## src/rtl/sng_array16_if.sv

```systemverilog
// Handshake/bus bundle for the sixteen-lane stochastic number generator.
// The master drives start/in_prob. The slave (the generator) returns the stream and status.
interface sng_array16_if #(
  parameter int LANES = 16,
  parameter int WIDTH = 8
);
  logic                     start;
  logic [LANES*WIDTH-1:0]   in_prob;
  logic                     busy;
  logic [LANES-1:0]         out;
  logic                     out_valid;
  logic                     done;

  modport master (output start, in_prob, input busy, out, out_valid, done);
  modport slave  (input start, in_prob, output busy, out, out_valid, done);
endinterface

```

## src/rtl/sng_array16.sv

```systemverilog
// Sixteen-lane unipolar stochastic number generator driven by one shared Galois LFSR.
// Optional macro SNG_DECORR_EN: lane i compares against rn rotated left by (i mod WIDTH).
module sng_array16_lane #(
  parameter int WIDTH = 8,
  parameter int ROT   = 0
) (
  input  logic [WIDTH-1:0] prob_i,
  input  logic [WIDTH-1:0] rn_i,
  output logic             bit_o
);
  logic [2*WIDTH-1:0] rn_dbl;
  logic [WIDTH-1:0]   rn_rot;

  // Rotation keeps rn a bijection of the LFSR state, so full-period counts stay exact.
  always_comb begin
    rn_dbl = {rn_i, rn_i};
    rn_rot = rn_dbl[2*WIDTH-1-ROT -: WIDTH];
    bit_o  = (prob_i > rn_rot);
  end
endmodule

module sng_array16 #(
  parameter int LANES = 16,
  parameter int WIDTH = 8,
  parameter int LEN   = 255,
  parameter int SEED  = 1
) (
  input  logic        clk,
  input  logic        rst,
  sng_array16_if.slave bus
);
  localparam int CW = $clog2(LEN+1);
  localparam logic [CW-1:0]    LAST   = CW'(LEN-1);
  localparam logic [WIDTH-1:0] SEED_V = WIDTH'(SEED);
  localparam logic [15:0] TAPS16 = (WIDTH == 4)  ? 16'h000C :
                                   (WIDTH == 16) ? 16'hB400 : 16'h00B8;
  localparam logic [WIDTH-1:0] TAPS = TAPS16[WIDTH-1:0];

  typedef enum logic [1:0] {IDLE, RUN, DONE} state_t;

  state_t                       state_q;
  logic [LANES-1:0][WIDTH-1:0]  prob_q;
  logic [LANES-1:0][WIDTH-1:0]  cur_prob;
  logic [WIDTH-1:0]             lfsr_q, cur_lfsr, lfsr_d, rn;
  logic [CW-1:0]                cnt_q;
  logic [LANES-1:0]             out_q, out_d;
  logic                         busy_q, vld_q, done_q;

  // In IDLE the first bit is computed straight from in_prob and SEED so that the
  // registered output appears one cycle after the accepting edge.
  always_comb begin
    cur_prob = (state_q == IDLE) ? bus.in_prob : prob_q;
    cur_lfsr = (state_q == IDLE) ? SEED_V : lfsr_q;
    rn       = cur_lfsr - 1'b1;
    lfsr_d   = cur_lfsr[0] ? ((cur_lfsr >> 1) ^ TAPS) : (cur_lfsr >> 1);
  end

  for (genvar i = 0; i < LANES; i++) begin : g_lane
`ifdef SNG_DECORR_EN
    localparam int ROT = i % WIDTH;
`else
    localparam int ROT = 0;
`endif
    sng_array16_lane #(.WIDTH(WIDTH), .ROT(ROT)) u_lane (
      .prob_i (cur_prob[i]),
      .rn_i   (rn),
      .bit_o  (out_d[i])
    );
  end

  always_ff @(posedge clk) begin
    if (rst) begin
      state_q <= IDLE;
      prob_q  <= '0;
      lfsr_q  <= SEED_V;
      cnt_q   <= '0;
      out_q   <= '0;
      busy_q  <= 1'b0;
      vld_q   <= 1'b0;
      done_q  <= 1'b0;
    end else begin
      case (state_q)
        IDLE: begin
          done_q <= 1'b0;
          if (bus.start) begin
            state_q <= RUN;
            prob_q  <= cur_prob;
            lfsr_q  <= lfsr_d;
            cnt_q   <= '0;
            out_q   <= out_d;
            busy_q  <= 1'b1;
            vld_q   <= 1'b1;
          end
        end
        RUN: begin
          if (cnt_q == LAST) begin
            state_q <= DONE;
            out_q   <= '0;
            busy_q  <= 1'b0;
            vld_q   <= 1'b0;
            done_q  <= 1'b1;
          end else begin
            lfsr_q <= lfsr_d;
            out_q  <= out_d;
            cnt_q  <= cnt_q + 1'b1;
          end
        end
        DONE: begin
          state_q <= IDLE;
          done_q  <= 1'b0;
        end
        default: state_q <= IDLE;
      endcase
    end
  end

  assign bus.busy      = busy_q;
  assign bus.out       = out_q;
  assign bus.out_valid = vld_q;
  assign bus.done      = done_q;
endmodule

```

## src/flat_wrapper.sv

```systemverilog
// flat-port wrapper written by rule: the top's interface ports become plain ports
module sng_array16_flat 
#(
  parameter int LANES = 16,
  parameter int WIDTH = 8,
  parameter int LEN   = 255,
  parameter int SEED  = 1
)
  (clk, rst, bus_start, bus_in_prob, bus_busy, bus_out, bus_out_valid, bus_done);
  sng_array16_if #(.LANES(LANES), .WIDTH(WIDTH)) bus_i ();
  input  logic clk;
  input  logic rst;
  input wire logic [$bits(bus_i.start)-1:0] bus_start;
  input wire logic [$bits(bus_i.in_prob)-1:0] bus_in_prob;
  output wire logic [$bits(bus_i.busy)-1:0] bus_busy;
  output wire logic [$bits(bus_i.out)-1:0] bus_out;
  output wire logic [$bits(bus_i.out_valid)-1:0] bus_out_valid;
  output wire logic [$bits(bus_i.done)-1:0] bus_done;
  assign bus_i.start = bus_start;
  assign bus_i.in_prob = bus_in_prob;
  assign bus_busy = bus_i.busy;
  assign bus_out = bus_i.out;
  assign bus_out_valid = bus_i.out_valid;
  assign bus_done = bus_i.done;
  sng_array16 #(.LANES(LANES), .WIDTH(WIDTH), .LEN(LEN), .SEED(SEED)) u_core (.clk(clk), .rst(rst), .bus(bus_i));
endmodule
```

## config.mk

```make
export PLATFORM = sky130hd
export DESIGN_NAME = sng_array16_flat
export DESIGN_NICKNAME = d
export VERILOG_FILES = /design/src/rtl/sng_array16_if.sv /design/src/rtl/sng_array16.sv /design/src/flat_wrapper.sv
export SDC_FILE = /design/constraint.sdc
export NUM_CORES = 1
export LEC_CHECK = 0
export CAP_MARGIN = 15
export CORE_ASPECT_RATIO = 1.2
export CORE_MARGIN = 10
export CORE_UTILIZATION = 44
export DETAILED_ROUTE_END_ITERATION = 16
export GPL_TIMING_DRIVEN = 0
export PLACE_DENSITY = 0.66
export SYNTH_ARGS = -nofsm -noshare
export SYNTH_HDL_FRONTEND = slang
export SYNTH_SLANG_ARGS = --single-unit
```

## constraint.sdc

```tcl
create_clock -name clk -period 5.2 [get_ports clk]
set_clock_uncertainty 0.1 [all_clocks]
set_input_delay 0.78 -clock clk [delete_from_list [all_inputs] [get_ports clk]]
set_output_delay 0.78 -clock clk [all_outputs]
set_load 0.05 [all_outputs]
```

==> key figures, run 1 <==
Yosys
  • Distinct cell type count after synthesis: 64
  • Cell count after synthesis: around 1500
  • Post-synth net total: 1746
  • Area leader, netlist: dfxtp_1
  • Ys flop type: dfxtp_1
  • Register bit count reported by yosys: between 150 and 200
  • Cells taking the most area after synthesis: dfxtp_1 30%, nand2_1 20%, ha_1 9.4%
  • Mapped Avg Cell Area: 7.056 sq um
  • Synth warn: 0
  • Post-synth EDFFs: 0
  • Area share of the largest cell type after synthesis: 0.3033
  • Async SR Flop Fraction: 0
  • Seq/Total Area, Yosys: 0.3033
  • Mapped Area: ~0.011 sq mm

Finish
  • Layout cells sized above 1: 0.04596
  • Fill cells: 2385
  • Layout area overhead: 23.93%
  • Commonest non-fill, non-tap cells in the layout: 567 x nand2_1, 166 x a21oi_1, 164 x dfxtp_1
  • Final nets: between 1500 and 2000
  • Final instance area: 0.01341 sq mm
  • Commonest non-fill, non-tap cell in the layout: nand2_1
  • Final core utilization: 0.5560

STA
  • Period minus WS final: just over 5 ns
  • Worst rel slew slack: 0.3478
  • Final Setup Violations: 0
  • Final Hold Fails: 0
  • Final Max Slew Viols: 0
  • Peak Freq: between 0.15 and 0.2 GHz
  • Unrepaired setup endpoints after global routing: no
  • Fraction of the cycle the final worst path needs: 0.9681
  • Worst-margin pin slew: between 0.9 and 1 ns

Global route
  • Grt ovf: 0
  • First-pass GRT wire length: 64.19 mm
  • Number of global-route vias before repair: between 10000 and 15000
  • Antenna violations before repair: 0
  • Largest net degree at the start of global routing: 17
  • All-Layer GR Usage: 0.2607

Clocking
  • Total CTS buffers: 17
  • Clock Pin Slew Worst Setup and Hold Paths: approximately 0.07 ns
  • CTS tree: built
  • Clk Tree Root Cell: clkbuf_16
  • TritonCTS Sinks: roughly 160
  • Post-CTS Setup Bufs: 0
  • Clock buffer depth: 2
  • H-Tree Depth: 4
  • Clk Latency, worst-skew pair: roughly 0.45 ns
  • Cts hold-fix bufs: 0

Outcome
  • Outcome: completed

Routing
  • Wirelength, routed: a little over 40 mm
  • Drt pass-1 iters: 6
  • Post-route DRC: 0
  • Wire per inst: around 20 microns
  • Antenna Nets Post-Route: 0
  • Vias: roughly 12000
  • Routed vias/inst: 5.833
  • Number of DRC markers in iteration 0: 1119

Pwr
  • Logic pwr share: 0.293
  • Max IR drop VDD: 0.2060 mV
  • Power Density: between 200 and 300 mW/mm^2
  • Sw Pwr: 1.374 mW
  • Internal: approximately 2.5 mW
  • Clock network fraction of design power: 0.346
  • Sequential Power Share: 0.361
  • Static Leak: around 5.5 nW
  • Sw frac: 0.3525

Critical path
  • WP data arrival: 5.26 ns
  • Critical Path RT: approximately 5.4 ns
  • CP Max Fanout: 10
  • CP Class: reg2reg
  • Setup crit end kind: flip-flop
  • CP startpoint kind: flip-flop

Floorplanning
  • Die area: 0.03130 sq mm
  • Initial Util: 0.4487
  • I/O Pins: 150
  • Placement row count: between 60 and 70
  • Placeable Area: roughly 0.024 sq mm
  • Die extent in y: 191.8 microns
  • Die width: between 150 and 200 microns

Flow run
  • Max cap viols: 0

Placed design
  • Placer Congestion: slightly below 1
  • DP HPWL: approximately 30 mm
  • Placed cell area: approximately 0.013 sq mm
  • I/O Buffers: about 150

Worst hold path
  • Min-Delay Path Class: reg2reg
flip-flops by register name, indices dropped and copies added (netlist names):
register	cells
u_core.bus.out	16
u_core.prob_q	128
u_core.bus.done	1
u_core.state_q	2
u_core.bus.busy	1
u_core.cnt_q	8
u_core.lfsr_q	8
power groups by stage:
| stage | Combinational (mW) | Sequential (mW) | Clock [mW] |
|---|---|---|---|
| final | 1.14 | 1.41 | 1.35 |
| after global routing | 1.25 | 1.42 | 1.40 |
| after CTS | 1.13 | 1.40 | 1.35 |
| after detailed placement | 1.12 | 1.43 | 0 |
| after global placement | 1.09 | 1.43 | 0 |
| after floorplan | 0.631 | 1.48 | 0 |
path summary, 6_finish.rpt:
kind | slack, ns | start | end | cells past startpoint
worst max-delay path | 0.17 | u_core.state_q[0] | u_core.bus.out[14] | 14
worst min-delay path | 0.36 | u_core.prob_q[123] | u_core.prob_q[123] | 2
worst max register to register | 0.17 | u_core.state_q[0] | u_core.bus.out[14] | 14
worst min register to register | 0.36 | u_core.prob_q[123] | u_core.prob_q[123] | 2
stage by stage:
stage          setup TNS [ns]  power [mW]  worst slack [ns]  hold WS (ns)  std cells
3_3_place_gp           -15.60       2.523            -1.268        0.3420       2002
6_report                    0       3.896            0.1660        0.3572       2040
3_5_place_dp           -3.369       2.551           -0.6806        0.3469       2007
5_1_grt                     0       4.065           0.02670        0.3713       2039
2_1_floorplan               0       2.115             1.250        0.3329       1534
4_1_cts                     0       3.885           0.05341        0.3569       2039
critical path, cell delays in order (launching register included):
cell       delay (ns)
dfxtp_1          0.34
or2_2            0.11
clkbuf_1         0.35
clkbuf_2         0.40
clkbuf_1         0.54
buf_1            0.57
clkbuf_2         0.42
o21ai_2          0.31
buf_8            0.25
ha_1             0.19
a2111oi_0        0.45
o31ai_1          0.15
and3_1           0.17
a2111oi_0        0.42
nor2_1           0.10
final cells by class:
class	count	area, sq um	share of cell area
Clock buffer	18	439.2	0.03274
Inverter	5	18.77	0.001399
Buffer	108	432.9	0.03227
Multi-Input combinational cell	1257	7111	0.5301
Antenna cell	1	2.502	0.0001865
Tap cell	320	400.4	0.02985
Sequential cell	164	3283	0.2448
Clock inverter	14	165.2	0.01231
Timing Repair Buffer	153	1562	0.1164
logic make-up (layout without fill, tap and decap cells):
family | Yosys count | after routing | share of synthesized area
and+or+nand+nor | 712 | 712 | 0.2699
AOI/OAI and AO/OA | 408 | 408 | 0.2438
DFF | 164 | 164 | 0.3033
buffers and inverters | 113 | 298 | 0.04150
adders and majority gates | 92 | 92 | 0.1046
xor gates and xnor gates | 42 | 42 | 0.03398
muxes | 3 | 3 | 0.002890
other | 0 | 1 | 0
timing repair:
action | in CTS | in global routing
resized for setup | 3 | 2
setup endpoints to repair | 14 | 1
gates cloned | 0 | 0
cells in the mapped netlist (4+ instances only):
library cell  instances
inv_1                 5
a211oi_1             18
nand2b_1              5
maj3_2                7
o21ai_0              57
a22oi_1              12
a2bb2oi_1             5
ha_1                 81
o41ai_1              12
or2_2                 4
xnor2_1               7
a21oi_1             166
clkbuf_1             88
buf_1                 7
and3_1               18
a311oi_1              5
maj3_1                4
or3_1                 6
a211o_1              14
o211ai_1             26
nor3_1               13
a31oi_1               5
nor2_1               44
nand2_1             568
o31ai_1               6
xor2_1               35
nand3_1              25
a21boi_0             13
o21bai_1              4
nand4_1              11
o311a_1              12
a21o_1               14
a41oi_1               9
o2111ai_1             4
a2111oi_0             4
and2_1                4
dfxtp_1             164
buf_2                11
layer usage:
metal	vias up	GRT usage	share of wire
li1	5698	-	-
met2	557	0.4272	0.46
met1	5539	0.3246	0.42
met5	-	0	0
met4	0	0.1205	0.042
met3	105	0.04776	0.078
Power figures use the tool's default switching activity.
==> run 2, diff against run 1 <==
Settings changed: TNS_END_PERCENT set to 5.
==> results of run 2 <==
Final layout, timing and power as in run 1 (identical DEF).
